`config.mk`:
```
export PLATFORM = sky130hd
export DESIGN_NAME = register_file_sb_flat
export DESIGN_NICKNAME = d
export VERILOG_FILES = /design/src/rtl/register_file_sb_pkg.sv /design/src/rtl/register_file_sb_if.sv /design/src/rtl/register_file_sb_scoreboard.sv /design/src/rtl/register_file_sb.sv /design/src/flat_wrapper.sv
export SDC_FILE = /design/constraint.sdc
export NUM_CORES = 2
export LEC_CHECK = 0
export CAP_MARGIN = 20
export CORE_MARGIN = 4
export CORE_UTILIZATION = 43
export DETAILED_ROUTE_END_ITERATION = 10
export GPL_ROUTABILITY_DRIVEN = 0
export SYNTH_ARGS = -nofsm -noshare
export SYNTH_HDL_FRONTEND = slang
export SYNTH_SLANG_ARGS = --single-unit
export TNS_END_PERCENT = 10
```
`constraint.sdc`:
```
create_clock -name clk -period 8.3 [get_ports clk]
set_input_delay 2.49 -clock clk [delete_from_list [all_inputs] [get_ports clk]]
set_output_delay 2.49 -clock clk [all_outputs]
set_load 0.1 [all_outputs]
```
`src/rtl/register_file_sb_pkg.sv`:
```
// register_file_sb_pkg: shared constants and width helper for the register file slice
package register_file_sb_pkg;
    localparam int DATA_W = 32;
    localparam int REG_ADDR_W = 5;
    localparam int ZERO_REG = 0;
    function automatic int count_w(input int addr_w);
        return addr_w + 1;
    endfunction
endpackage

```
`src/rtl/register_file_sb_if.sv`:
```
// register_file_sb_if: write, read, scoreboard and issue signals of the register file
interface register_file_sb_if
    import register_file_sb_pkg::*;
#(
    parameter int N = DATA_W,
    parameter int ADDR_W = REG_ADDR_W,
    parameter int READ_PORTS = 2
);
    logic                         Reg_Write_i;
    logic [ADDR_W-1:0]            Write_Register_i;
    logic [N-1:0]                 Write_Data_i;
    logic [READ_PORTS*ADDR_W-1:0] Read_Register_i;
    logic [READ_PORTS*N-1:0]      Read_Data_o;
    logic [READ_PORTS-1:0]        Busy_o;
    logic                         Issue_Valid_i;
    logic [ADDR_W-1:0]            Issue_Register_i;
    logic                         Issue_Ready_o;
    logic [count_w(ADDR_W)-1:0]   Pending_Count_o;
    modport master (
        output Reg_Write_i, Write_Register_i, Write_Data_i, Read_Register_i, Issue_Valid_i, Issue_Register_i,
        input  Read_Data_o, Busy_o, Issue_Ready_o, Pending_Count_o
    );
    modport slave (
        input  Reg_Write_i, Write_Register_i, Write_Data_i, Read_Register_i, Issue_Valid_i, Issue_Register_i,
        output Read_Data_o, Busy_o, Issue_Ready_o, Pending_Count_o
    );
endinterface

```
`src/rtl/register_file_sb_scoreboard.sv`:
```
// register_scoreboard: busy bits for outstanding writebacks, issue-ready and pending count
module register_scoreboard
    import register_file_sb_pkg::*;
#(
    parameter int ADDR_W = REG_ADDR_W,
    parameter int READ_PORTS = 2
) (
    input  logic                         clk,
    input  logic                         rst_n,
    input  logic                         i_wr_en,
    input  logic [ADDR_W-1:0]            i_wr_addr,
    input  logic                         i_iss_valid,
    input  logic [ADDR_W-1:0]            i_iss_addr,
    input  logic [READ_PORTS*ADDR_W-1:0] i_rd_addr,
    output logic [READ_PORTS-1:0]        o_busy,
    output logic                         o_iss_ready,
    output logic [count_w(ADDR_W)-1:0]   o_pending
);
    localparam int DEPTH = 2**ADDR_W;
    localparam int CW = count_w(ADDR_W);
    logic [DEPTH-1:0] r_busy;
    logic [DEPTH-1:0] w_busy_nxt;
    logic [CW-1:0]    r_count;
    logic             w_set;
    logic             w_clr;
    // a writeback landing this cycle frees the register in time for a new issue
    assign o_iss_ready = rst_n && (!r_busy[i_iss_addr] || (i_wr_en && i_wr_addr == i_iss_addr));
    assign w_set = i_iss_valid && o_iss_ready && i_iss_addr != ADDR_W'(ZERO_REG);
    assign w_clr = i_wr_en && r_busy[i_wr_addr];
    assign w_busy_nxt = (r_busy & ~(DEPTH'(w_clr) << i_wr_addr)) | (DEPTH'(w_set) << i_iss_addr);
    always_ff @(posedge clk or negedge rst_n) begin
        if (!rst_n) begin
            r_busy  <= '0;
            r_count <= '0;
        end else begin
            r_busy  <= w_busy_nxt;
            r_count <= r_count + CW'(w_set) - CW'(w_clr);
        end
    end
    assign o_pending = r_count;
    for (genvar k = 0; k < READ_PORTS; k++) begin : g_busy
        logic [ADDR_W-1:0] w_ra;
        assign w_ra = i_rd_addr[k*ADDR_W +: ADDR_W];
        assign o_busy[k] = rst_n && r_busy[w_ra] && !(i_wr_en && i_wr_addr == w_ra);
    end
endmodule

```
`src/rtl/register_file_sb.sv`:
```
// register_file_sb: multi-port register file with zero register, write bypass and busy scoreboard
module register_file_sb
    import register_file_sb_pkg::*;
#(
    parameter int N = DATA_W,
    parameter int ADDR_W = REG_ADDR_W,
    parameter int READ_PORTS = 2,
    parameter int BYPASS = 1
) (
    input logic               clk,
    input logic               reset,
    register_file_sb_if.slave io_bus
);
    localparam int DEPTH = 2**ADDR_W;
    logic [N-1:0] r_regs [DEPTH];
    logic         w_wr;
    assign w_wr = io_bus.Reg_Write_i && io_bus.Write_Register_i != ADDR_W'(ZERO_REG);
    always_ff @(posedge clk or negedge reset) begin
        if (!reset) begin
            for (int i = 0; i < DEPTH; i++) r_regs[i] <= '0;
        end else if (w_wr) begin
            r_regs[io_bus.Write_Register_i] <= io_bus.Write_Data_i;
        end
    end
    for (genvar k = 0; k < READ_PORTS; k++) begin : g_rd
        logic [ADDR_W-1:0] w_ra;
        logic              w_fwd;
        assign w_ra  = io_bus.Read_Register_i[k*ADDR_W +: ADDR_W];
        assign w_fwd = (BYPASS != 0) && io_bus.Reg_Write_i && io_bus.Write_Register_i == w_ra;
        assign io_bus.Read_Data_o[k*N +: N] = (!reset || w_ra == ADDR_W'(ZERO_REG)) ? '0 :
                                              w_fwd ? io_bus.Write_Data_i : r_regs[w_ra];
    end
    register_scoreboard #(.ADDR_W(ADDR_W), .READ_PORTS(READ_PORTS)) u_sb (
        .clk         (clk),
        .rst_n       (reset),
        .i_wr_en     (io_bus.Reg_Write_i),
        .i_wr_addr   (io_bus.Write_Register_i),
        .i_iss_valid (io_bus.Issue_Valid_i),
        .i_iss_addr  (io_bus.Issue_Register_i),
        .i_rd_addr   (io_bus.Read_Register_i),
        .o_busy      (io_bus.Busy_o),
        .o_iss_ready (io_bus.Issue_Ready_o),
        .o_pending   (io_bus.Pending_Count_o)
    );
endmodule

```
`src/flat_wrapper.sv`:
```
// flat-port wrapper written by rule: the top's interface ports become plain ports
module register_file_sb_flat import register_file_sb_pkg::*;
#(
    parameter int N = DATA_W,
    parameter int ADDR_W = REG_ADDR_W,
    parameter int READ_PORTS = 2,
    parameter int BYPASS = 1
)
  (clk, reset, io_bus_Reg_Write_i, io_bus_Write_Register_i, io_bus_Write_Data_i, io_bus_Read_Register_i, io_bus_Issue_Valid_i, io_bus_Issue_Register_i, io_bus_Read_Data_o, io_bus_Busy_o, io_bus_Issue_Ready_o, io_bus_Pending_Count_o);
  register_file_sb_if #(.N(N), .ADDR_W(ADDR_W), .READ_PORTS(READ_PORTS)) io_bus_i ();
  input logic clk;
  input logic reset;
  input wire logic [$bits(io_bus_i.Reg_Write_i)-1:0] io_bus_Reg_Write_i;
  input wire logic [$bits(io_bus_i.Write_Register_i)-1:0] io_bus_Write_Register_i;
  input wire logic [$bits(io_bus_i.Write_Data_i)-1:0] io_bus_Write_Data_i;
  input wire logic [$bits(io_bus_i.Read_Register_i)-1:0] io_bus_Read_Register_i;
  input wire logic [$bits(io_bus_i.Issue_Valid_i)-1:0] io_bus_Issue_Valid_i;
  input wire logic [$bits(io_bus_i.Issue_Register_i)-1:0] io_bus_Issue_Register_i;
  output wire logic [$bits(io_bus_i.Read_Data_o)-1:0] io_bus_Read_Data_o;
  output wire logic [$bits(io_bus_i.Busy_o)-1:0] io_bus_Busy_o;
  output wire logic [$bits(io_bus_i.Issue_Ready_o)-1:0] io_bus_Issue_Ready_o;
  output wire logic [$bits(io_bus_i.Pending_Count_o)-1:0] io_bus_Pending_Count_o;
  assign io_bus_i.Reg_Write_i = io_bus_Reg_Write_i;
  assign io_bus_i.Write_Register_i = io_bus_Write_Register_i;
  assign io_bus_i.Write_Data_i = io_bus_Write_Data_i;
  assign io_bus_i.Read_Register_i = io_bus_Read_Register_i;
  assign io_bus_i.Issue_Valid_i = io_bus_Issue_Valid_i;
  assign io_bus_i.Issue_Register_i = io_bus_Issue_Register_i;
  assign io_bus_Read_Data_o = io_bus_i.Read_Data_o;
  assign io_bus_Busy_o = io_bus_i.Busy_o;
  assign io_bus_Issue_Ready_o = io_bus_i.Issue_Ready_o;
  assign io_bus_Pending_Count_o = io_bus_i.Pending_Count_o;
  register_file_sb #(.N(N), .ADDR_W(ADDR_W), .READ_PORTS(READ_PORTS), .BYPASS(BYPASS)) u_core (.clk(clk), .reset(reset), .io_bus(io_bus_i));
endmodule
```
**Yosys cells after proc, flatten, opt, wreduce, memory -nomap -nowiden**

Index checks and enable logic that the tools add are counted.

- Bits in registers: 1062
- Input port bits: 56
- Word-level logic and storage cells: 100

- Add/subtract/negate cells: 2
- Magnitude comparators: 8
- Equal/unequal tests: 3
- Shift-type cells: 2
- Muxes and demuxes: 21
- Bitwise logic cells: 6
- Reductions and logical operators: 24

Operator list:

| cell | number |
|---|---|
| $bwmux 1024 | 1 |
| $bmux 32 s5 | 2 |
| $mux 32 | 9 |
| $demux 32 s5 | 1 |
| $shl 1x5->32 | 2 |
| $and 32x32->32 | 1 |
| $not 32->32 | 1 |
| $or 32x32->32 | 1 |
| $lt 5x6->1 const B | 4 |
| $bmux 1 s5 | 4 |
| $ge 6x6->1 const B | 3 |
| $not 5->6 | 3 |
| $eq 5x5->1 | 3 |
| $logic_and 1x1->1 | 13 |
| $logic_not 5->1 | 2 |
| $reduce_bool 5->1 | 2 |
| $add 6x1->6 | 1 |
| $lt 6x1->1 const B | 1 |
| $sub 6x1->6 | 1 |
| $logic_not 1->1 | 4 |
| $mux 1 | 4 |
| $logic_or 1x1->1 | 3 |

**Longest topological paths before layout**

- Depth after elaboration: 9
- Depth in mapped cells: 17

**Cells and area by module**

A second synthesis with hierarchy kept.

- Cells, all modules: 4134
- Area total of the unflattened synthesis: 58063.2 sq um

By module, submodules not included:

| module | times used | cells an instance | area an instance (sq um) | seq. area each (sq um) |
|---|---|---|---|---|
| register_file_sb | 1 | 3818 | 54818.8 | 25624.6 |
| register_scoreboard | 1 | 316 | 3244.4 | 950.9 |

**Worst setup path before layout**

Ideal clock, no wire load.

- Kind: input port to output port
- From: in io_bus_Read_Register_i[5]
- To: out io_bus_Read_Data_o[32]
- Data arrival time: 5.346 ns
- Setup slack: 0.464 ns
- Stages on the path: 9
- Buffers on the path: 4
- Path through: buf_2 buf_4 buf_4 xor2_1 nor4_1 a31oi_1 clkbuf_1 o211ai_1 o2bb2ai_1

- Longest elaborated chain between the ends: 6
- Elaborated cells between the ends (all ways): 10
- Classes of those cells: eq/ne (1); mux (5); bitwise (1); reduce/logical (3)

RTL lines:

| what | line | source |
|---|---|---|
| from (decl) | flat_wrapper.sv:16 | `input wire logic [$bits(io_bus_i.Read_Register_i)-1:0] io_bus_Read_Register_i;` |
| $not 5->6 (not written as such) | register_file_sb.sv:31 | `w_fwd ? io_bus.Write_Data_i : r_regs[w_ra];` |
| $bmux 32 s5 | register_file_sb.sv:31 |  |
| $mux 32 (not written as such) (2 in series) | register_file_sb.sv:31 |  |
| $mux 32 | register_file_sb.sv:31 |  |
| $mux 32 (*) | register_file_sb.sv:30 | `assign io_bus.Read_Data_o[k*N +: N] = (!reset \|\| w_ra == ADDR_W'(ZERO_REG)) ? '0 :` |
| to (decl) | flat_wrapper.sv:19 | `output wire logic [$bits(io_bus_i.Read_Data_o)-1:0] io_bus_Read_Data_o;` |

Every way passes the cells marked *; elsewhere a longest branch is shown, timed or not. The select of a mux whose other input is x is not followed.

**Worst setup path after layout**

- From: in io_bus_Write_Register_i[1]
- To: out io_bus_Read_Data_o[17]

- Longest elaborated chain between the ends: 4

RTL lines:

| what | line | source |
|---|---|---|
| from (decl) | flat_wrapper.sv:14 | `input wire logic [$bits(io_bus_i.Write_Register_i)-1:0] io_bus_Write_Register_i;` |
| $eq 5x5->1 | register_file_sb.sv:29 | `assign w_fwd = (BYPASS != 0) && io_bus.Reg_Write_i && io_bus.Write_Register_i == w_ra;` |
| $logic_and 1x1->1 | register_file_sb.sv:29 |  |
| $mux 32 | register_file_sb.sv:31 |  |
| $mux 32 | register_file_sb.sv:30 |  |

No other way between the ends.

==> qor.log <==
[pwr] areal power density over the cells 247 nW/um2
[floorplan] cell row count 134
[logic_synthesis] cell types with the largest area share after synthesis sky130_fd_sc_hd__dfrtp_1 (46%), sky130_fd_sc_hd__mux4_2 (24%), sky130_fd_sc_hd__mux2_2 (20%), sky130_fd_sc_hd__clkbuf_1 (1.5%), sky130_fd_sc_hd__mux2i_1 (1.3%)
[critical_path] Crit path required time 5.81 ns
[floorplan] die boundary width 375 um
[logic_synthesis] cell count after synthesis 3738
[routing] uppermost metal layer occupied by signal nets met4
[global_route] wire length of the first global-routing pass 258000 um
[critical_path] class of the most critical setup path in -> out
[timing] minimum clock period 7.76 ns
[logic_synthesis] flops & latches, synth 1062
[critical_path] maximum fanout along the worst path 32
[pwr] VDD IR-drop max 0.000191 V
[clock_network] htree depth 3
[routing] Routed met3 length 10000 um
[logic_synthesis] Mapped Avg Cell Area 15.5 um2
[critical_path] Worst Setup End Kind output pin
[routing] post-route DRC violation count 0
[timing] Total Negative Setup Slacks 0 ns
[global_route] residual overflow from global routing 0
[timing] final setup violation count 0
[critical_path] cell breakdown of the critical path clkdlybuf4s50_1 -> buf_4 -> xor2_1 -> nor4_1 -> nand3_1 -> nor2_4 -> buf_12 -> o2bb2ai_1 -> buf_12
[clock_network] root buffer cell sky130_fd_sc_hd__clkbuf_16
[timing] setup repair after global routing missed its margin false
[worst_hold_path] path type of the worst min-delay path reg -> reg
[floorplan] floorplan core area 134000 um2
[floorplan] DIE AREA 141000 um2
[floorplan] IO Pins 129
[routing] wire length reported by the detailed router 172000 um
[timing] Slew @ Worst Pin 1.22 ns
[floorplan] starting density of the core 43.4%
[routing] number of violations reported at the end of detailed-routing iteration 0 3165
[final_layout] share of cells above drive strength 1 55.5%
[clock_network] clock net sink count 1062
[timing] number of pins exceeding their max-slew limit in the final report 0
[routing] Vias 35800
[global_route] GR Util All Layers 24.6%
[timing] Worst Clk Skew 0.0128 ns
[critical_path] kind of start point of the critical path input pin
[status] outcome completed
[critical_path] data arrival time of the critical path 5.27 ns
[logic_synthesis] fraction of registers with async set/reset 100%
[logic_synthesis] post-synth top area cell sky130_fd_sc_hd__dfrtp_1
[final_layout] Final Core Density 49.5%
[clock_network] number of buffers added by the clock tree synthesis step 115
[logic_synthesis] share of the synthesized area in the top cell type 45.8%
[clock_network] clock network latency to the later pin of the worst-skew pair 0.73 ns
[critical_path] Crit path top cell by count sky130_fd_sc_hd__buf_12
[global_route] number of global-route vias before repair 37200
[logic_synthesis] number of synthesized flops with an enable pin 0
[placed_design] # port buffers 128
[routing] remaining antenna violation count 0
[routing] Via density 6.43
[timing] Relative slew margins 18.9%
[timing] Peak Freq 129 MHz
[logic_synthesis] post-synthesis cell area 58000 um2
[critical_path] max incr delay on CP 0.59 ns
[timing] post-route fraction of the period consumed by the critical path 93.6%
[final_layout] ANT cells 0
[logic_synthesis] count of distinct cell types in the synthesized netlist 49
[logic_synthesis] dominant synthesized flop cell sky130_fd_sc_hd__dfrtp_1
[logic_synthesis] share of the yosys chip area belonging to registers 45.8%
[run] maximum capacitance violations 0
[timing] Final Hold Vio Count 0
[final_layout] area delta synth->final 14.2%
[logic_synthesis] YS warnings 0
[clock_network] cts-stage hold buffer count 0
[clock_network] worst-case clock buffer depth 3
[routing] drt first pass iters 5
[global_route] initial antenna violation count 1
[routing] routed length per placed instance 30.9 um
[global_route] maximum number of pins on one net before global-route repair 162
[final_layout] Final Net Count 3762
[clock_network] clock slew at reported path FFs 0.06 ns
[logic_synthesis] net count after synthesis 3801
[clock_network] number of gates given a new drive strength after cts 0
[critical_path] slowest library cell on the worst path sky130_fd_sc_hd__nor4_1
[routing] met2 WL post-DR 81900 um
[pwr] leakage power figure 27.8 nW
[routing] wire length the detailed router placed on met1 74800 um
[clock_network] total setup buffers inserted after CTS 0
[clock_network] CTS tree built
[placed_design] final HPWL from detailed placement 100000 um
[floorplan] Die Ht 375 um
-- registers in the layout, indices dropped and copies added (netlist names) --
name,flops
u_core.r_regs,1024
u_core.u_sb.r_busy,32
u_core.u_sb.o_pending,6
-- routing by layer --
layer	GRT usage, %	vias to the layer above
met5	0	-
met3	3.53	266
met2	39.3	1197
met4	8.08	0
met1	35.0	19800
li1	-	14500
-- path summary, 6_finish.rpt --
check | start | endpoint | slack, ns | cells past startpoint
worst min register to register | u_core.r_regs[1007] | u_core.r_regs[1007] | 0.39 | 0
min in group asynchronous | reset | u_core.u_sb.o_pending[5] | 1.57 | 1
worst max register to register | u_core.u_sb.r_busy[0] | u_core.u_sb.o_pending[4] | 4.72 | 15
worst max-delay path | io_bus_Write_Register_i[1] | io_bus_Read_Data_o[17] | 0.54 | 9
worst min-delay path | u_core.r_regs[1007] | u_core.r_regs[1007] | 0.39 | 0
max in group asynchronous | reset | u_core.r_regs[720] | 3.06 | 5
-- report_power, final --
part	total (W)	switching (W)	internal, W
sequential	0.00689	0.000711	0.00617
clock	0.00569	0.00224	0.00345
combinational	0.00377	0.00163	0.00214
total	0.0164	0.00459	0.0118
-- per-stage QoR --
step	hold WS (ns)	std cells	worst slack, ns	power, W	cell area, um2
2_1_floorplan	0.441	3738	0.464	0.00965	58000
3_3_place_gp	0.376	5344	0.555	0.0106	61800
3_5_place_dp	0.383	5346	0.537	0.0107	61900
4_1_cts	0.397	5565	0.517	0.0165	66100
5_1_grt	0.407	5569	0.420	0.0170	66200
6_report	0.393	5569	0.535	0.0164	66200
-- Yosys cell counts (11+ instances only) --
master and number:
sky130_fd_sc_hd__o211ai_1 65, sky130_fd_sc_hd__mux4_2 606, sky130_fd_sc_hd__o2bb2ai_1 64, sky130_fd_sc_hd__mux2i_1 73, sky130_fd_sc_hd__buf_2 144, sky130_fd_sc_hd__clkbuf_1 237
sky130_fd_sc_hd__mux2_2 1027, sky130_fd_sc_hd__buf_1 33, sky130_fd_sc_hd__nor2_1 88, sky130_fd_sc_hd__o21ai_0 29, sky130_fd_sc_hd__xor2_1 12, sky130_fd_sc_hd__nand3_1 71
sky130_fd_sc_hd__mux2_1 29, sky130_fd_sc_hd__inv_1 11, sky130_fd_sc_hd__o31ai_1 32, sky130_fd_sc_hd__buf_4 21, sky130_fd_sc_hd__nand2_1 45, sky130_fd_sc_hd__dfrtp_1 1062
-- cell usage in the layout, fill, tap and decap left out, types with 30 or more instances in the layout --
cell / n
sky130_fd_sc_hd__o211ai_1: 65
sky130_fd_sc_hd__o2bb2ai_1: 64
sky130_fd_sc_hd__mux4_2: 606
sky130_fd_sc_hd__mux2_2: 1027
sky130_fd_sc_hd__nand2_1: 30
sky130_fd_sc_hd__nand3_1: 71
sky130_fd_sc_hd__clkdlybuf4s50_1: 50
sky130_fd_sc_hd__buf_12: 91
sky130_fd_sc_hd__o31ai_1: 32
sky130_fd_sc_hd__buf_4: 129
sky130_fd_sc_hd__nor2_1: 75
sky130_fd_sc_hd__dfrtp_1: 1062
sky130_fd_sc_hd__mux2i_1: 73
sky130_fd_sc_hd__clkbuf_16: 117
-- logic make-up after synthesis --
logic type	Yosys count	share of synthesized area, %
mux	1738	45.5
xor+xnor	20	0.302
fa+ha+maj	7	0.164
simple gates	248	1.99
buf+inv	451	3.43
flops	1062	45.8
compound gates	212	2.80
-- cell type report --
| type | instances | area (um2) |
|---|---|---|
| timing repair buffer | 284 | 3540 |
| tap | 1768 | 2210 |
| clock inverter | 59 | 856 |
| multi-input combinational | 2225 | 29600 |
| sequential | 1062 | 26600 |
| fill | 11200 | 67400 |
| clock buffer | 160 | 3360 |
| inverter | 11 | 41.3 |
-- critical path, delay by kind of cell --
| kind | cells | cell delay, ns |
|---|---|---|
| compound gates | 1 | 0.30 |
| buf+inv | 4 | 1.23 |
| simple gates | 3 | 1.04 |
| xor+xnor | 1 | 0.16 |
Note: power is estimated with default switching activity, not from simulation.
